===== config.mk =====
export PLATFORM = sky130hd
export DESIGN_NAME = stopwatch_counter
export DESIGN_NICKNAME = d
export VERILOG_FILES = /design/src/rtl/stopwatch_counter.sv
export SDC_FILE = /design/constraint.sdc
export NUM_CORES = 1
export LEC_CHECK = 0
export BUFFER_PORTS_ARGS = -buffer_cell sky130_fd_sc_hd__buf_4
export CORE_MARGIN = 3
export CORE_UTILIZATION = 35
export DETAILED_ROUTE_END_ITERATION = 16
export PLACE_DENSITY = 0.59
export SYNTH_ARGS = -nofsm -noshare
export SYNTH_HDL_FRONTEND = slang
export SYNTH_SLANG_ARGS = --single-unit
export TNS_END_PERCENT = 10

===== constraint.sdc =====
create_clock -name clk -period 2.03 [get_ports clk]
set_clock_uncertainty 0.15 [all_clocks]
set_input_delay 0.1015 -clock clk [delete_from_list [all_inputs] [get_ports clk]]
set_output_delay 0.1015 -clock clk [all_outputs]
set_load 0.02 [all_outputs]

===== src/rtl/stopwatch_counter.sv =====
// ---------------------------------------------------------------------------
// stopwatch_counter
//
// MM:SS stopwatch. It counts seconds and minutes in BCD from 00:00 to 59:59
// and rolls over. A two-state run/pause FSM gates the 1 Hz count. An adjust
// mode lets the user step the minutes or the seconds field at the 2 Hz rate.
//
// Parameters
//   INIT_PAUSED : state entered on reset (0 = RUN, 1 = PAUSED)
//
// Ports
//   clk         : system clock, all state updates on the rising edge
//   rst         : asynchronous active-high reset
//   tick_1hz    : single-cycle count-enable pulse
//   tick_2hz    : single-cycle adjust-rate pulse
//   pause_pulse : single-cycle run/pause toggle request
//   adj         : level, 1 = adjust mode
//   sel         : level, adjust target (0 = minutes, 1 = seconds)
//   min_tens, min_ones, sec_tens, sec_ones : registered BCD digits
//   running     : registered, 1 while the FSM is in RUN
//   wrap        : registered single-cycle pulse on the 59:59 -> 00:00 rollover
// ---------------------------------------------------------------------------
module stopwatch_counter #(
  parameter bit INIT_PAUSED = 1'b0
) (
  input  logic       clk,
  input  logic       rst,
  input  logic       tick_1hz,
  input  logic       tick_2hz,
  input  logic       pause_pulse,
  input  logic       adj,
  input  logic       sel,
  output logic [3:0] min_tens,
  output logic [3:0] min_ones,
  output logic [3:0] sec_tens,
  output logic [3:0] sec_ones,
  output logic       running,
  output logic       wrap
);

  typedef enum logic {
    RUN    = 1'b0,
    PAUSED = 1'b1
  } state_t;

  localparam state_t RESET_STATE = INIT_PAUSED ? PAUSED : RUN;

  state_t     state;
  state_t     state_next;
  logic [3:0] min_tens_next;
  logic [3:0] min_ones_next;
  logic [3:0] sec_tens_next;
  logic [3:0] sec_ones_next;
  logic       wrap_next;

  // Add one to a two-digit BCD field modulo 60. The result is {tens, ones}.
  function automatic logic [7:0] inc60(input logic [3:0] tens, input logic [3:0] ones);
    logic [3:0] t;
    logic [3:0] o;
    t = tens;
    o = ones;
    if (o == 4'd9) begin
      o = 4'd0;
      t = (t == 4'd5) ? 4'd0 : t + 4'd1;
    end else begin
      o = o + 4'd1;
    end
    return {t, o};
  endfunction

  // Next-state and next-count logic.
  // The increment is decided from the current (pre-toggle) state. A
  // pause_pulse arriving on the same edge as tick_1hz therefore does not
  // change whether that tick counts.
  // adj alone chooses which tick source is active, so at most one increment
  // happens per cycle.
  always_comb begin
    state_next    = state;
    min_tens_next = min_tens;
    min_ones_next = min_ones;
    sec_tens_next = sec_tens;
    sec_ones_next = sec_ones;
    wrap_next     = 1'b0;

    if (pause_pulse) begin
      state_next = (state == RUN) ? PAUSED : RUN;
    end

    if (adj) begin
      // Adjust mode changes only the selected field and never carries.
      if (tick_2hz) begin
        if (sel) begin
          {sec_tens_next, sec_ones_next} = inc60(sec_tens, sec_ones);
        end else begin
          {min_tens_next, min_ones_next} = inc60(min_tens, min_ones);
        end
      end
    end else if (tick_1hz && (state == RUN)) begin
      {sec_tens_next, sec_ones_next} = inc60(sec_tens, sec_ones);
      if ((sec_tens == 4'd5) && (sec_ones == 4'd9)) begin
        {min_tens_next, min_ones_next} = inc60(min_tens, min_ones);
        wrap_next = (min_tens == 4'd5) && (min_ones == 4'd9);
      end
    end
  end

  // State, digit and flag registers.
  // running is registered from the next state, so it stays cycle-aligned
  // with the state register and also tracks the reset state while rst is held.
  always_ff @(posedge clk or posedge rst) begin
    if (rst) begin
      state    <= RESET_STATE;
      running  <= (RESET_STATE == RUN);
      min_tens <= 4'd0;
      min_ones <= 4'd0;
      sec_tens <= 4'd0;
      sec_ones <= 4'd0;
      wrap     <= 1'b0;
    end else begin
      state    <= state_next;
      running  <= (state_next == RUN);
      min_tens <= min_tens_next;
      min_ones <= min_ones_next;
      sec_tens <= sec_tens_next;
      sec_ones <= sec_ones_next;
      wrap     <= wrap_next;
    end
  end

endmodule

==> flow_summary.toml <==
[outcome]
outcome = "completed"

[finish]
ff_latch_area_um2 = 477
multiInputGateArea_um2 = 415
stdcell_count = 147
antenna_cells = 0
mostFrequentLayoutCells = "buf_4, dfrtp_1, nand2_1"
area_growth_pct = 32.1
final_common_cell = "buf_4"
drive_above_1_share_pct = 32.8
nFillCells = 240
nNetsFinal = 127

[yosys]
yosys_warnings = 0
synthSimpleGateAreaFrac_pct = 22.2
synth_compound_area_share_pct = 12.4
synthMuxAreaShare_pct = 2.31
ys_top_cells_by_area = "dfrtp_1, xnor2_1, nand2b_1"
ys_types = 30
async_flop_share_pct = 100
ys_seq_elements = 19
synth_top_family_by_area = "simple AND/OR/NAND/NOR gates"
netlist_instances = 85
synth_top_area_share_pct = 49.0
synth_fa_ha_area_share_pct = 0
ys_seq_area_share_pct = 51.8
synth_edf_count = 0
syn_nets = 92
synth_top_area_cell = "dfrtp_1"
synth_area_um2 = 920
synth-xor-area-share_pct = 7.62
synth_flop_cell = "dfrtp_1"
avgSynthCellArea_um2 = 10.8

[place]
dp_cells = 141
port_buffers = 24
dp_hpwl_mm = 1.31
post-place-ws_ns = 0.0932
globalplace.congestion = 0.724

[detailed_routing]
wl_met2_um = 776
drtPass1Iterations = 4
drt-initial-drc-count = 7
drcViolationCount = 0
totalWireLength_mm = 1.81
drt-met1-wl_um = 884
highest_layer = "met4"
vias = 735
final_antenna_net_count = 0
detail_route.wl_per_cell_um = 12.3
wl_met3_um = 139
vias_per_cell = 5.00

[die]
die_area_um2 = 3280
core_um2 = 2340
io_pins = 25
die_w_um = 57.3
start_util_pct = 39.3
num_rows = 17
die_h_um = 57.3

[power_and_ir_drop]
clock_power_share_pct = 12.3
p_sw_w = 0.000657
finalPower_w = 0.00162
power_density_nw_per_um2 = 1330
swShare_pct = 40.7
p_leak_nw = 0.584
irDropWorstVdd_mv = 0.651
seq_power_share_pct = 40.5
internal_power_w = 0.000959
comb_power_share_pct = 47.3

[global_route]
grt_usage_pct = 12.0
grt_pass1_vias = 698
grt_first_pass_wirelength_mm = 3.10
globalRoute.totalOverflow = 0
grt_max_degree = 20
antenna_found_initial = 0

[clock_tree]
path_clk_slew_ns = 0.12
clkSinkCount = 19
h-tree-depth = 1
cts_buffers = 3
clockBufferDepth = 2
cts_tree = "done"
cts_setup_buffers = 0
worstSkewPairLatency_ns = 0.30
cts_root_buffer = "clkbuf_4"

[setup_path]
required_ns = 2.13
critPathKind = "reg2reg"
worstPathMaxFanout = 11
crit_family = "simple AND/OR/NAND/NOR gates"
path_buf_inv = 0
slowest_stage = "or4b_1"
end_kind = "register"
arrival_ns = 1.92
crit_chain = "and4bb_2, a31oi_2, or4b_1, nand2_1"
critPathMaxStageDelay_ns = 0.55
start_kind = "register"
reg2reg_slack_ns = 0.21

[sta]
fmax_mhz = 551
worst_slack_ns = 0.215
slew_headroom_pct = 52.5
setup_viol = 0
tns_ns = 0
fin_crit_ns = 1.82
tightest_slew_ns = 0.711
rsz0062_at_grt = "false"
finalCritPeriodShare_pct = 89.4
finalHoldViolCount = 0
hold-worst-slack_ns = 0.0946
report.final.slew_viol_count = 0

[min_path]
hold_path.class = "in2reg"

[job]
maxCapViolCount = 0
[state kept, by name, indices dropped and copies added, names as in the netlist]
signal,flops
min_ones,4
min_tens,4
sec_tens,4
state,1
running,1
sec_ones,4
wrap,1
[synthesized netlist by cell type (2+ instances only)]
cell	instances
dfrtp_1	18
nor2_1	2
a22o_1	2
o21ai_0	5
xnor2_1	5
nand2b_1	6
inv_1	6
and4bb_2	2
o31ai_1	3
nor3_1	3
nand3_1	2
a31oi_1	2
nand2_1	9
a21oi_1	2
xor2_1	3
[metrics by stage]
step | util [%] | area, um^2
finish | 51.9 | 1210
global route | 51.9 | 1210
CTS | 51.7 | 1210
detailed placement | 49.6 | 1160
global placement | 49.6 | 1160
floorplan | - | 920
[worst min-delay path, stage by stage]
cell and delay [ns]:
buf_4 0.10, nor3b_4 0.05, buf_4 0.14, nand3_1 0.08
nor4_1 0.05
[worst paths after layout]
check                            start          end  depth (start not counted)
min                                adj         wrap                          5
max in group asynchronous          rst  min_ones[2]                          3
max reg2reg                sec_tens[3]  min_tens[2]                          4
max                        sec_tens[3]  min_tens[2]                          4
min reg2reg                min_tens[0]  min_tens[0]                          1
min in group asynchronous          rst  sec_ones[2]                          3
[power groups by stage]
| stage | sequential, W | clock, W | combinational, W |
|---|---|---|---|
| after floorplan | 0.000823 | 0 | 0.000264 |
| after global placement | 0.000660 | 0 | 0.000756 |
| after detailed placement | 0.000661 | 0 | 0.000762 |
| after CTS | 0.000656 | 0.000201 | 0.000768 |
| after global routing | 0.000682 | 0.000216 | 0.000831 |
| final | 0.000654 | 0.000198 | 0.000763 |
[cells by family (layout without fill, tap and decap cells)]
logic type                count (synthesis)  after routing
AOI/OAI and AO/OA                        17             17
DFF                                      19             19
and+or+nand+nor                          32             32
muxes                                     2              2
xor gates and xnor gates                  8              8
buffers and inverters                     7             41
[per-layer routing]
layer	vias to the layer above	global-route usage, %
li1	365	-
met1	347	16.4
met2	21	17.5
met3	2	3.85
met4	0	4.97
met5	-	0
[final cells by class]
cell class              instances  share of cell area [%]
clock inverters                 1                   0.412
clock buffers                   3                    1.85
flip-flops and latches         19                    39.2
inverters                       6                    1.85
well taps                      28                    2.88
repair buffers                 31                    19.6
multi-input cells              59                    34.2
[repair_timing]
item	in CTS	in global routing
endpoints found under the hold margin	20	0
gates resized for setup	0	1
hold buffers	2	0
setup endpoints to repair	0	5
(Power assumes the default switching activity.)
